===== config.mk =====
export PLATFORM = sky130hd
export DESIGN_NAME = audio_tone_gen
export DESIGN_NICKNAME = d
export VERILOG_FILES = /design/src/rtl/audio_tone_gen.sv
export SDC_FILE = /design/constraint.sdc
export NUM_CORES = 1
export LEC_CHECK = 0
export ABC_AREA = 1
export BUFFER_PORTS_ARGS = -buffer_cell sky130_fd_sc_hd__buf_2
export CAP_MARGIN = 20
export CORE_MARGIN = 5
export CORE_UTILIZATION = 55
export CTS_CLUSTER_SIZE = 20
export DETAILED_ROUTE_END_ITERATION = 6
export PLACE_DENSITY_LB_ADDON = 0.12
export SLEW_MARGIN = 10
export SYNTH_ARGS = -nofsm -noshare
export SYNTH_HDL_FRONTEND = slang
export SYNTH_SLANG_ARGS = --single-unit

===== constraint.sdc =====
create_clock -name clk -period 9.2 [get_ports clk]
set_clock_uncertainty 0.05 [all_clocks]
set_input_delay 0 -clock clk [delete_from_list [all_inputs] [get_ports clk]]
set_output_delay 0 -clock clk [all_outputs]
set_load 0.005 [all_outputs]

===== src/rtl/audio_tone_gen.sv =====
// Multi-channel square/noise tone generator with per-channel length timers and a registered mixer.
// Registers are addressed as wr_addr = {channel[5:0], reg[1:0]}; channels at or above NUM_CH are ignored.
module audio_tone_gen #(
  parameter int NUM_CH = 4,
  parameter int DIV_W  = 12,
  parameter int VOL_W  = 4,
  localparam int OUT_W = VOL_W + ((NUM_CH > 1) ? $clog2(NUM_CH) : 1)
) (
  input  logic              clk,
  input  logic              rst,
  input  logic              wr_en,
  input  logic [7:0]        wr_addr,
  input  logic [7:0]        wr_data,
  input  logic              frame_tick,
  output logic [OUT_W-1:0]  audio_out,
  output logic [NUM_CH-1:0] ch_active
);

  logic [5:0]        wr_ch;
  logic [1:0]        wr_reg;
  logic [NUM_CH-1:0] ch_bit;
  logic [NUM_CH-1:0] ch_en;
  logic [VOL_W-1:0]  ch_vol [NUM_CH];
  logic [OUT_W-1:0]  mix_sum;
  logic              unused_wr;

  assign wr_ch     = wr_addr[7:2];
  assign wr_reg    = wr_addr[1:0];
  assign unused_wr = ^wr_data;

  for (genvar i = 0; i < NUM_CH; i++) begin : g_ch
    logic [DIV_W-1:0] period;
    logic [DIV_W-1:0] counter;
    logic [DIV_W-1:0] new_period;
    logic [VOL_W-1:0] vol;
    logic             en;
    logic             noise;
    logic             phase;
    logic [7:0]       length;
    logic [14:0]      lfsr;
    logic             hit;
    logic             running;
    logic             len_tick;

    assign hit        = wr_en && (wr_ch == 6'(i));
    assign running    = en && (period != '0);
    assign new_period = {wr_data[DIV_W-9:0], period[7:0]};
    // A same-cycle length write replaces the timer, so the tick must not also expire it.
    assign len_tick   = frame_tick && en && (length != 8'd0) && !(hit && (wr_reg == 2'd3));

    always_ff @(posedge clk) begin
      if (rst) begin
        period  <= '0;
        counter <= '0;
        vol     <= '0;
        en      <= 1'b0;
        noise   <= 1'b0;
        phase   <= 1'b0;
        length  <= 8'd0;
        lfsr    <= 15'h0001;
      end else begin
        if (running) begin
          if (counter == '0) begin
            counter <= period;
            phase   <= ~phase;
            lfsr    <= {lfsr[0] ^ lfsr[1], lfsr[14:1]};
          end else begin
            counter <= counter - DIV_W'(1);
          end
        end
        if (len_tick) begin
          length <= length - 8'd1;
          if (length == 8'd1) en <= 1'b0;
        end
        // Register writes come last so they override reload and length expiry.
        if (hit) begin
          case (wr_reg)
            2'd0: period[7:0] <= wr_data;
            2'd1: begin
              period  <= new_period;
              counter <= new_period;
              phase   <= 1'b0;
            end
            2'd2: begin
              vol   <= wr_data[VOL_W-1:0];
              en    <= wr_data[4];
              noise <= wr_data[5];
              if (!noise && wr_data[5]) lfsr <= 15'h0001;
            end
            default: length <= wr_data;
          endcase
        end
      end
    end

    assign ch_bit[i] = running && (noise ? lfsr[0] : phase);
    assign ch_en[i]  = en;
    assign ch_vol[i] = vol;
  end

  always_comb begin
    mix_sum = '0;
    for (int i = 0; i < NUM_CH; i++) begin
      if (ch_bit[i]) mix_sum = mix_sum + OUT_W'(ch_vol[i]);
    end
  end

  always_ff @(posedge clk) begin
    if (rst) begin
      audio_out <= '0;
      ch_active <= '0;
    end else begin
      audio_out <= mix_sum;
      ch_active <= ch_en;
    end
  end

endmodule


==> implementation parameters, run 1 <==
Parameter                              Value

Run status
  Run status ... completed

Drt
  Routed len/inst ... roughly 15 um
  Ratio of routed vias to standard cells ... 5.46
  Number of DRC violations after detailed-routing iteration 0 ... 831
  Post-detailed-routing wire length ... 27,400 um
  Vias post-DR ... 10,100
  Residual DRC count ... 0
  First-pass detailed-route iteration total ... 5
  Number of nets still failing antenna checks after routing ... 0

Logic synthesis
  XOR/XNOR Fraction of Synth Area ... 1.82%
  Register area share after synthesis ... 40.9%
  Total of flip-flops plus latches after synthesis ... 226
  Dominant combinational cell family by area after synthesis ... simple AND/OR/NAND/NOR gates
  Synth Area in Compound Gates ... 20.4%
  Fraction of the mapped netlist area in adder cells ... 4.28%
  Netlist Area Pre-Place ... 11,100 um2
  Multiplexer share of the synthesized area ... 0%
  Post-synthesis cell count ... between 1,500 and 2,000
  Total nets after synthesis ... 1,581
  Basic-gate share of the synthesized area counting and, or, nand and nor cells ... a little under a quarter
  Post-synthesis cell type count ... 61
  Synthesized area per cell ... 7.25 um2
  Total number of yosys warnings ... 0

Floorplan
  Standard-cell row count ... 51
  Starting utilization of the core area ... 56.3%
  Count of boundary I/O pins ... 30
  Die Outline Area ... between 20,000 and 25,000 um2
  Area of the core ... about 20,000 um2
  Die width ... 152 um
  Vertical extent of the die ... 152 um

Pwr
  Combinational power share ... 3.2%
  Switching power ... 455 uW
  Worst IR drop on VDD ... about 0.00015 V
  Reg power frac ... between 40% and 50%
  Proportion of power drawn by the clock network ... 52.6%
  Power Dens Cells ... ~180 nW/um2
  Cell-internal power ... 1760 uW
  Static leakage power ... 0.00550 uW
  Switching part of the total power ... 20.5%

Critical path
  Startpoint class of the critical path ... flop
  Data required, critical path ... approximately 9.6 ns
  Arrival @ worst endpoint ... a little under 5 ns
  Crit end category ... flop
  Critical path peak fanout ... 13
  Worst Setup Path Type ... reg2reg

Timing
  Number of pins exceeding their max-slew limit in the final report ... 0
  Post-route fraction of the period consumed by the critical path ... 48.5%
  Setup total negative slack ... 0 ns
  Time the worst path needs with I/O delays and setup ... 4.46 ns
  Unrepaired setup endpoints after global routing ... no
  Maximum clock frequency ... approximately 0.22 GHz
  Actual transition at the worst max-transition pin ... around 0.88 ns
  Final hold violation count ... 0
  Final number of setup-violating endpoints ... 0
  Slew headroom ... 41.3%

Final layout
  Antenna fix cells ... 0
  Share of post-route cells with drive strength above 1 ... under 10%
  Leading cell type in the layout, fill and taps excluded ... dfxtp_1
  Synthesis-to-layout area growth ... 13.1%
  Most frequent cells in the layout ... dfxtp_1, nor2_1, nand2_1
  Number of fillers in the final layout ... 1,812
  Post-Layout Cell Count ... 1,845
  Nets ... 1,617

Global routing
  Number of global-route vias before repair ... 9,414
  Remaining global-route overflow ... 0
  Wire length of the first global-routing pass ... between 40,000 and 50,000 um
  Global router's overall resource usage ... 23.3%
  Antenna violations before repair ... 0
  Pin count of the biggest net entering global routing ... 63

Hold path
  Worst min-delay path class ... in2reg

Clock network
  Source-to-sink clock delay at the later pin of the worst-skew pair ... ~0.52 ns
  Clock-pin slew on the worst setup and hold paths ... 0.06 ns
  CTS sink count ... 226
  Inserted Clock Buffers ... 26
  CTS H-Tree Depth ... 1
  Total of cells resized after clock tree synthesis ... 0
  Library cell used as clock root buffer ... clkbuf_16
  Max Buffers Root-to-Sink ... 3
  Post-CTS Repair Setup Buffers ... 0
  TritonCTS clock tree ... done

Place
  Placed wire-length estimate ... 18,800 um
  Placed cells ... 1,781
  GPL Wtd Cong ... 0.913
  PortBufs ... 29

Job
  Number of maximum-capacitance constraint violations ... 0
repair_timing:
action,4_1_cts,5_1_grt
endpoints found under the setup margin,0,0
hold buffers,17,0
endpoints found under the hold margin,75,0
cell usage after synthesis (all sizes together):
cell type | instances | area [um2]
nor2 | 236 | 965
dfxtp | 226 | 4520
nand2 | 217 | 852
inv | 203 | 762
o21ai | 193 | 981
a21oi | 120 | 608
nand3 | 60 | 310
nor3 | 38 | 221
ha | 33 | 413
clkbuf | 28 | 105
a211oi | 21 | 158
a31oi | 18 | 113
xor2 | 17 | 149
o22ai | 16 | 100
nand4 | 15 | 121
buf | 12 | 96.3
o211ai | 11 | 82.6
nor4 | 9 | 71.3
o21bai | 6 | 45.0
xnor2 | 6 | 52.6
clkinv | 5 | 20.0
a22oi | 4 | 30.0
o31ai | 4 | 30.0
or2 | 4 | 27.5
a32oi | 3 | 26.3
fa | 3 | 60.1
nand3b | 3 | 26.3
and2 | 2 | 15.0
and3 | 2 | 12.5
o21a | 2 | 15.0
a211o | 1 | 8.76
a21boi | 1 | 7.51
a221oi | 1 | 8.76
a31o | 1 | 8.76
o2111ai | 1 | 8.76
o221ai | 1 | 8.76
o311ai | 1 | 8.76
o32ai | 1 | 8.76
metal layers:
metal | global-route usage [%] | wire length [um] | vias to the layer above
met2 | 37.4 | 12300 | 274
met5 | 0 | 0 | -
met1 | 32.8 | 13000 | 4582
met3 | 3.07 | 1450 | 51
li1 | - | - | 5162
met4 | 6.93 | 640 | 0
path summary, 6_finish.rpt:
kind / from / endpoint / slack (ns) / cells after the start
setup reg to reg: g_ch[0].period[7]$_SDFFE_PP0P_ / audio_out[5]$_SDFF_PP0_ / 4.74 / 25
hold / removal: wr_addr[2] / g_ch[1].vol[0]$_SDFFE_PP0P_ / 0.01 / 4
setup / recovery: g_ch[0].period[7]$_SDFFE_PP0P_ / audio_out[5]$_SDFF_PP0_ / 4.74 / 25
hold reg to reg: g_ch[0].lfsr[2]$_SDFF_PP0_ / g_ch[0].lfsr[2]$_SDFF_PP0_ / 0.41 / 2
flip-flops by register name (all words and copies together), names as in the netlist:
register and flops:
audio_out 6, ch_active 4, g_ch.counter 48, g_ch.en 4
g_ch.length 32, g_ch.lfsr 60, g_ch.noise 4, g_ch.period 48
g_ch.phase 4, g_ch.vol 16
worst max-delay path, stage by stage, from the launching register on:
cell     delay (ns)
dfxtp_1        0.36
nor2_1         0.07
nand2_1        0.07
nor2_1         0.06
a21oi_2        0.51
nand2_1        0.23
nor2_1         0.22
ha_1           0.20
inv_1          0.05
fa_1           0.40
xor2_1         0.17
o21a_1         0.17
inv_1          0.05
ha_1           0.34
nand3_1        0.09
nand3_1        0.11
xor2_1         0.15
nand3_1        0.08
nand2_1        0.11
inv_1          0.06
ha_1           0.30
a21oi_1        0.07
nor2_1         0.15
nand4_1        0.12
nand2_1        0.09
a21oi_1        0.05
layout make-up:
| class | instances | area (um2) | area share, % |
|---|---|---|---|
| clock inverter | 8 | 190 | 1.52 |
| clock buffer | 39 | 801 | 6.40 |
| multi-input combinational | 1051 | 5550 | 44.4 |
| inverter | 208 | 782 | 6.25 |
| sequential | 226 | 4520 | 36.2 |
| tap | 265 | 332 | 2.65 |
| timing repair buffer | 48 | 330 | 2.64 |
power groups by stage:
stage	Sequential [uW]	Clock (uW)	Combinational (uW)
after floorplan	1000	0	40.1
after global placement	1000	0	63.8
after detailed placement	1000	0	63.8
after CTS	981	1180	69.5
after global routing	981	1230	77.3
final	981	1170	70.7
metrics by stage:
step	area [um2]	util [%]	total power (uW)	worst slack, ns	hold WS, ns
CTS	12500	63.7	2230	4.80	0.00322
detailed placement	11400	57.8	1070	4.81	0.276
finish	12500	63.7	2220	4.74	0.0134
global placement	11400	57.8	1070	4.98	0.268
global route	12500	63.7	2290	4.34	0.0184
floorplan	11100	-	1040	5.57	0.106
cells by family after synthesis:
kind of cell,Yosys count
and+or+nand+nor,586
adders and majority gates,36
buffers and inverters,248
xor gates and xnor gates,23
AOI/OAI and AO/OA,406
DFF,226
No activity file was read; power rests on OpenSTA's default activity.
==> run 2: changes to the inputs <==
==> constraint.sdc (replaced) <==
create_clock -name clk -period 4 [get_ports clk]
set_clock_uncertainty 0.05 [all_clocks]
set_input_delay 0 -clock clk [delete_from_list [all_inputs] [get_ports clk]]
set_output_delay 0 -clock clk [all_outputs]
set_load 0.005 [all_outputs]
==> implementation parameters, run 2 (synthesis gave the netlist of run 1 again) <==
Parameter                              Value

Run status
  Run status ... completed

Pwr
  Worst IR drop on VDD ... 0.000303 V (+98%)
  Proportion of power drawn by the clock network ... 49.1% (-3.5 points)
  Reg power frac ... 47.4% (+3.2 points)
  PnR Total Power ... 4760 uW (+110%)
  Switching power ... 1050 uW (+130%)
  Power Dens Cells ... 380 nW/um2 (+110%)
  Combinational power share ... 3.5% (+0.3 points)
  Static leakage power ... 0.00547 uW (-0.54%)
  Cell-internal power ... 3710 uW (+110%)
  Switching part of the total power ... 22.1% (+1.6 points)

Clock network
  Clock-pin slew on the worst setup and hold paths ... 0.06 ns (about the same)
  Max Buffers Root-to-Sink ... 3 (unchanged)
  CTS sink count ... 226 (unchanged)
  Source-to-sink clock delay at the later pin of the worst-skew pair ... 0.53 ns (about the same)
  TritonCTS clock tree ... done
  Inserted Clock Buffers ... 25 (-3.8%)
  Library cell used as clock root buffer ... clkbuf_16
  CTS H-Tree Depth ... 1 (unchanged)

Global routing
  Pin count of the biggest net entering global routing ... 48 (-24%)
  Remaining global-route overflow ... 0 (unchanged)
  Number of global-route vias before repair ... 9,449 (+0.37%)
  Antenna violations before repair ... 0 (unchanged)
  Global router's overall resource usage ... 23.6% (+0.29 points)
  Wire length of the first global-routing pass ... 46,800 um (+0.73%)

Drt
  Routed len/inst ... 14.9 um (+0.36%)
  Vias post-DR ... 10,100 (+0.67%)
  Number of nets still failing antenna checks after routing ... 0 (unchanged)
  Post-detailed-routing wire length ... 27,600 um (+0.74%)
  Number of DRC violations after detailed-routing iteration 0 ... 694 (-16%)
  Ratio of routed vias to standard cells ... 5.47 (+0.28%)
  Residual DRC count ... 0 (unchanged)
  First-pass detailed-route iteration total ... 5 (unchanged)

Timing
  Worst-case setup margin in the final layout ... 0.257 ns (-4.48 ns)
  Worst hold margin ... 0.0912 ns (+0.0778 ns)
  Time the worst path needs with I/O delays and setup ... 3.74 ns (-0.715 ns)
  Final hold violation count ... 0 (unchanged)
  Maximum clock frequency ... 0.267 GHz (+19%)
  Slew headroom ... 41.5% (+0.22 points)
  Number of pins exceeding their max-slew limit in the final report ... 0 (unchanged)
  Actual transition at the worst max-transition pin ... 0.874 ns (-0.00326 ns)
  Final number of setup-violating endpoints ... 0 (unchanged)
  Post-route fraction of the period consumed by the critical path ... 93.6% (+45 points)

Critical path
  Crit-path max cell delay ... 0.43 ns (-0.08 ns)
  Crit end category ... flop
  Cell at the slowest stage of the critical path ... fa_1
  Critical path cell sequence ... nor2_1 > and2_1 > a21oi_2 > nand2_2 > nor2_4 > ha_2 > inv_1 > fa_2 > nand2_1 > and2_4 > inv_1 > fa_1 > xnor2_1 > nor2_1 > a21oi_2 > ha_4 > nand3_1 > nand3_1 > xor2_1 > o21ai_0 > a21oi_1
  Arrival @ worst endpoint ... 4.10 ns (-0.72 ns)
  Worst Setup Path Type ... reg2reg
  Startpoint class of the critical path ... flop
  Critical path peak fanout ... 4 (-9)
  Data required, critical path ... 4.35 ns (-5.21 ns)

Floorplan
  Standard-cell row count ... 51 (unchanged)
  Die Outline Area ... 23,000 um2 (unchanged)
  Die width ... 152 um (unchanged)
  Vertical extent of the die ... 152 um (unchanged)
  Count of boundary I/O pins ... 30 (unchanged)
  Area of the core ... 19,700 um2 (unchanged)
  Starting utilization of the core area ... 56.3% (unchanged)

Place
  Post-placement worst setup slack ... 0.112 ns (-4.70 ns)
  Placed cells ... 1,784 (+0.17%)
  GPL Wtd Cong ... 0.920 (+0.71%)
  Placed wire-length estimate ... 18,900 um (+0.62%)
  PortBufs ... 29 (unchanged)

Final layout
  Number of flip-flops under the largest register name ... 60 (unchanged)
  Top Registers ... g_ch.lfsr: 60 flops, g_ch.counter: 48 flops, g_ch.period: 48 flops
  Post-Layout Cell Count ... 1,852 (+0.38%)
  Nets ... 1,624 (+0.43%)
  Synthesis-to-layout area growth ... 13.2% (about the same)
  Utilization after layout ... 63.7% (about the same)
  Largest reg by FF count ... g_ch.lfsr
  Leading cell type in the layout, fill and taps excluded ... nor2_1
  Antenna fix cells ... 0 (unchanged)
  Most frequent cells in the layout ... nor2_1, dfxtp_1, nand2_1
  Share of post-route cells with drive strength above 1 ... 10.1% (+1.6 points)

Hold path
  Worst min-delay path class ... in2reg

Job
  Number of maximum-capacitance constraint violations ... 0 (unchanged)
[run 2: cell count changes in the layout (fill, tap and decap cells not counted), moves of 3 or more]
cell	previous run	this run
dfxtp_1	226	217
dfxtp_2	0	9
buf_4	2	7
bufinv_16	6	2
ha_1	33	29
dlygate4sd3_1	17	20
ha_4	0	3
[run 2: worst max-delay path, delay by kind of cell, from the launching register on]
family | cells | cell delay, ns
adders and majority gates | 4 | 1.24
xor gates and xnor gates | 2 | 0.33
and+or+nand+nor | 9 | 0.95
DFF | 1 | 0.34
AOI/OAI and AO/OA | 4 | 0.60
buffers and inverters | 2 | 0.11
[run 2: repair_timing]
| item | in CTS | in global routing |
|---|---|---|
| setup endpoints to repair | 0 | 4 |
| hold buffers | 20 | 0 |
| setup buffers | 0 | 2 |
| hold endpoints to repair | 83 | 0 |
| resized for setup | 0 | 24 |
[run 2: area by class of cell]
class | instances | area, um2
clock buffers | 37 | 741
clock inverters | 9 | 105
fillers | 1784 | 7140
inverters | 208 | 782
multi-input cells | 1051 | 5630
flip-flops and latches | 226 | 4540
well taps | 265 | 332
repair buffers | 56 | 398
[run 2: worst paths after layout]
path	start	to	slack, ns	cells after the start
setup / recovery	g_ch[0].period[3]$_SDFFE_PP0P_	audio_out[3]$_SDFF_PP0_	0.26	21
hold / removal	wr_addr[5]	g_ch[0].length[1]$_SDFF_PP0_	0.09	6
setup reg to reg	g_ch[0].period[3]$_SDFFE_PP0P_	audio_out[3]$_SDFF_PP0_	0.26	21
hold reg to reg	g_ch[0].lfsr[2]$_SDFF_PP0_	g_ch[0].lfsr[2]$_SDFF_PP0_	0.40	2
[run 2: through the flow]
| stage | area, um2 | TNS [ns] |
|---|---|---|
| 5_1_grt | 12500 | -0.0650 |
| 6_report | 12500 | 0 |
| 3_5_place_dp | 11400 | 0 |
| 3_3_place_gp | 11400 | 0 |
| 4_1_cts | 12400 | 0 |
| 2_1_floorplan | 11100 | 0 |
[run 2: layer usage]
metal,share of wire [%],vias up,track usage (%),wire [um]
li1,-,5161,-,-
met1,47,4674,32.6,12900
met2,46,237,38.2,12600
met3,4.8,64,3.64,1330
met4,2.8,0,7.15,783
met5,0,-,0,0
[run 2: power by group through the flow]
| stage | clock [uW] | sequential (uW) | combinational (uW) |
|---|---|---|---|
| after floorplan | 0 | 2310 | 92.3 |
| after global placement | 0 | 2310 | 147 |
| after detailed placement | 0 | 2310 | 147 |
| after CTS | 2380 | 2260 | 161 |
| after global routing | 2480 | 2260 | 180 |
| final | 2340 | 2260 | 164 |
==> run 3: changes to the inputs <==
--- a/config.mk
+++ b/config.mk
@@ -5,7 +5,6 @@
 export SDC_FILE = /design/constraint.sdc
 export NUM_CORES = 1
 export LEC_CHECK = 0
-export ABC_AREA = 1
 export BUFFER_PORTS_ARGS = -buffer_cell sky130_fd_sc_hd__buf_2
 export CAP_MARGIN = 20
 export CORE_MARGIN = 5
==> implementation parameters, run 3 <==
Parameter                              Value

Drt
  Residual DRC count ... 0 (unchanged)
  Ratio of routed vias to standard cells ... 5.67 (+3.6%)
  Routed len/inst ... 16.4 um (+10%)
  First-pass detailed-route iteration total ... 5 (unchanged)
  Number of DRC violations after detailed-routing iteration 0 ... 601 (-13%)
  Vias post-DR ... 9,893 (-2.4%)
  Post-detailed-routing wire length ... 28,600 um (+3.7%)
  Number of nets still failing antenna checks after routing ... 0 (unchanged)

Floorplan
  Die Outline Area ... 23,100 um2 (+0.38%)
  Die width ... 152 um (+0.19%)
  Standard-cell row count ... 52 (+2.0%)
  Count of boundary I/O pins ... 30 (unchanged)
  Area of the core ... 20,000 um2 (+2.0%)
  Starting utilization of the core area ... 55.4% (-0.86 points)
  Vertical extent of the die ... 152 um (+0.19%)

Final layout
  Most frequent cells in the layout ... nand2_1, dfxtp_1, a21oi_1
  Largest reg by FF count ... g_ch.lfsr
  Leading cell type in the layout, fill and taps excluded ... nand2_1
  Top Registers ... g_ch.lfsr: 60 flops, g_ch.counter: 48 flops, g_ch.period: 48 flops
  Synthesis-to-layout area growth ... 17.9%
  Post-Layout Cell Count ... 1,745 (-5.8%)
  Number of fillers in the final layout ... 1,743 (-2.3%)
  Antenna fix cells ... 0 (unchanged)
  Share of post-route cells with drive strength above 1 ... 14.4% (+4.2 points)
  Nets ... 1,511 (-7.0%)
  Number of flip-flops under the largest register name ... 60 (unchanged)

Critical path
  Critical path cell sequence ... mux2_4 > buf_6 > and3_4 > and2_4 > ha_4 > a21o_1 > a31oi_4 > buf_4 > buf_4 > buf_4 > buf_4 > buf_4 > buf_4 > buf_4 > buf_4 > mux2i_1 > nand2_1 > buf_6 > ha_4 > a21oi_2 > nand2b_4 > mux2i_1 > a32o_1
  Data required, critical path ... 4.36 ns (about the same)
  Critical path peak fanout ... 5 (+1)
  Crit-path max cell delay ... 0.34 ns (-0.09 ns)
  Most common cell on crit path ... buf_4
  Cell at the slowest stage of the critical path ... dfxtp_2
  Startpoint class of the critical path ... flop
  Worst Setup Path Type ... reg2reg
  Crit end category ... flop
  Arrival @ worst endpoint ... 4.43 ns (+0.33 ns)

Global routing
  Global router's overall resource usage ... 23.5% (-0.092 points)
  Wire length of the first global-routing pass ... 46,400 um (-0.75%)
  Remaining global-route overflow ... 0 (unchanged)
  Pin count of the biggest net entering global routing ... 57 (+19%)
  Antenna violations before repair ... 0 (unchanged)
  Number of global-route vias before repair ... 9,175 (-2.9%)

Pwr
  Worst IR drop on VDD ... 0.000343 V (+13%)
  Switching part of the total power ... 21.4% (-0.69 points)
  Reg power frac ... 47.3% (about the same)
  Power Dens Cells ... 364 nW/um2 (-4.3%)
  Switching power ... 1020 uW (-3.1%)
  Static leakage power ... 0.00497 uW (-9.1%)
  Combinational power share ... 2.8% (-0.7 points)
  Cell-internal power ... 3750 uW (+0.97%)
  Proportion of power drawn by the clock network ... 49.9% (+0.8 points)
  PnR Total Power ... 4760 uW (about the same)

Logic synthesis
  Total nets after synthesis ... 1,441 (-8.9%)
  Leading post-synthesis cells by cell area ... dfxtp_1, nand2_1, a21oi_1
  Post-synthesis cell type count ... 76 (+25%)
  Post-synth top area share ... 40.7% (-0.17 points)
  Leading post-synthesis cells by instance count ... nand2_1, dfxtp_1, a21oi_1
  Commonest register cell after synthesis ... dfxtp_1
  Most area-hungry cell type in the Yosys netlist ... dfxtp_1
  FFs w/ async S/R, synth ... 0% (unchanged)
  Total of flip-flops plus latches after synthesis ... 226 (unchanged)
  Total number of yosys warnings ... 0 (unchanged)
  Dominant cell by count in the synthesized netlist ... nand2_1
  Post-synthesis cell count ... 1,385 (-9.2%)
  Synthesized area per cell ... 8.02 um2 (+11%)
  Register area share after synthesis ... 40.7% (-0.17 points)
  Count of flip-flops with a built-in enable after synthesis ... 0 (unchanged)
  Netlist Area Pre-Place ... 11,100 um2 (+0.41%)

Clock network
  Source-to-sink clock delay at the later pin of the worst-skew pair ... 0.52 ns (about the same)
  CTS H-Tree Depth ... 1 (unchanged)
  CTS sink count ... 226 (unchanged)
  Library cell used as clock root buffer ... clkbuf_16
  TritonCTS clock tree ... done
  Max Buffers Root-to-Sink ... 3 (unchanged)
  Inserted Clock Buffers ... 26 (+4.0%)
  Clock-pin slew on the worst setup and hold paths ... 0.06 ns (about the same)

Timing
  Number of pins exceeding their max-slew limit in the final report ... 0 (unchanged)
  Worst-case setup margin in the final layout ... -0.0705 ns (-0.328 ns)
  Unrepaired setup endpoints after global routing ... yes
  Time the worst path needs with I/O delays and setup ... 4.07 ns (+0.328 ns)
  Actual transition at the worst max-transition pin ... 0.992 ns (+0.118 ns)
  Setup total negative slack ... -0.0792 ns (-0.0792 ns)
  Final number of setup-violating endpoints ... 2 (+2)
  Final hold violation count ... 0 (unchanged)
  Maximum clock frequency ... 0.246 GHz (-8.1%)
  Slew headroom ... 33.5% (-8.0 points)
  Post-route fraction of the period consumed by the critical path ... 102% (+8.2 points)

Place
  Placed wire-length estimate ... 18,700 um (-1.2%)
  PortBufs ... 29 (unchanged)
  Placed cells ... 1,668 (-6.5%)
  GPL Wtd Cong ... 0.881 (-4.3%)

Run status
  Run status ... finished with violations
  Failing checks ... negative setup slack

Job
  Number of maximum-capacitance constraint violations ... 0 (unchanged)

Hold path
  Worst min-delay path class ... in2reg
## run 3: changes by cell type in the layout (fill, tap and decap cells not counted), sizes merged, moves of 44 or more
cell   previous run  this run
o21ai           193        23
buf              36       102
xnor2             6        50
nand2           217       293
inv             205        43
nor2            236       127
## run 3: final cells by class
class | instances | area, um2 | area share (%)
Timing Repair Buffer | 117 | 861 | 6.57
Clock inverter | 5 | 75.1 | 0.573
Clock buffer | 43 | 786 | 6.00
Inverter | 43 | 161 | 1.23
Sequential cell | 226 | 4530 | 34.6
Multi-Input combinational cell | 1041 | 6340 | 48.5
Tap cell | 270 | 338 | 2.58
## run 3: power by group through the flow
stage / clock (uW) / sequential [uW] / combinational, uW
after floorplan: 0 / 2300 / 73.8
final: 2380 / 2260 / 133
after global placement: 0 / 2300 / 120
after detailed placement: 0 / 2300 / 121
after global routing: 2520 / 2250 / 141
after CTS: 2420 / 2260 / 130
## run 3: cells by family (layout without fill, tap and decap cells)
group / after synthesis / in the layout / share of synthesized area (%)
buffers and inverters: 118 / 208 / 4.42
AO/OA/AOI/OAI: 303 / 303 / 17.4
multiplexers: 32 / 32 / 2.92
AND/OR/NAND/NOR: 606 / 606 / 25.2
adder cells (fa/ha/maj): 36 / 36 / 4.26
flip-flops: 226 / 226 / 40.7
XOR/XNOR: 64 / 64 / 5.05
## run 3: worst max-delay path, delay by kind of cell, from the launching register on
kind	cells	cell delay, ns
AOI/OAI and AO/OA	4	0.47
muxes	3	0.70
adders and majority gates	2	0.52
and+or+nand+nor	4	0.63
DFF	1	0.34
buffers and inverters	10	1.25
## run 3: final timing paths
path	cells after the start	endpoint	from	slack (ns)
hold / removal	5	g_ch[0].counter[8]$_SDFF_PP0_	wr_addr[3]	0.03
setup / recovery	23	audio_out[5]$_SDFF_PP0_	g_ch[0].noise$_SDFFE_PP0P_	-0.07
hold reg to reg	2	g_ch[3].lfsr[7]$_SDFF_PP0_	g_ch[3].lfsr[8]$_SDFF_PP0_	0.39
setup reg to reg	23	audio_out[5]$_SDFF_PP0_	g_ch[0].noise$_SDFFE_PP0P_	-0.07
## run 3: stage by stage
stage	instance area [um2]	worst slack, ns	hold WS, ns	util [%]
6_report	13100	-0.0705	0.0337	65.3
2_1_floorplan	11200	0.0245	0.133	-
3_3_place_gp	11800	-0.0794	0.334	58.7
3_5_place_dp	11800	-0.136	0.333	58.8
5_1_grt	13100	-0.273	0.0578	65.3
4_1_cts	12900	0.000170	0.0125	64.5
## run 3: per-layer routing
layer,wire length (um),GRT usage (%),up-vias
met4,987,7.71,0
met5,0,0,-
met1,13300,33.1,4599
li1,-,-,4953
met3,1470,3.27,61
met2,12900,37.3,280
## run 3: what timing repair did
item                                   4_1_cts  5_1_grt
gates resized for setup                     17       22
buffers inserted                             9        6
endpoints found under the hold margin      118        0
pin swaps                                   17       22
setup endpoints to repair                    3        3
hold buffers                                14        0
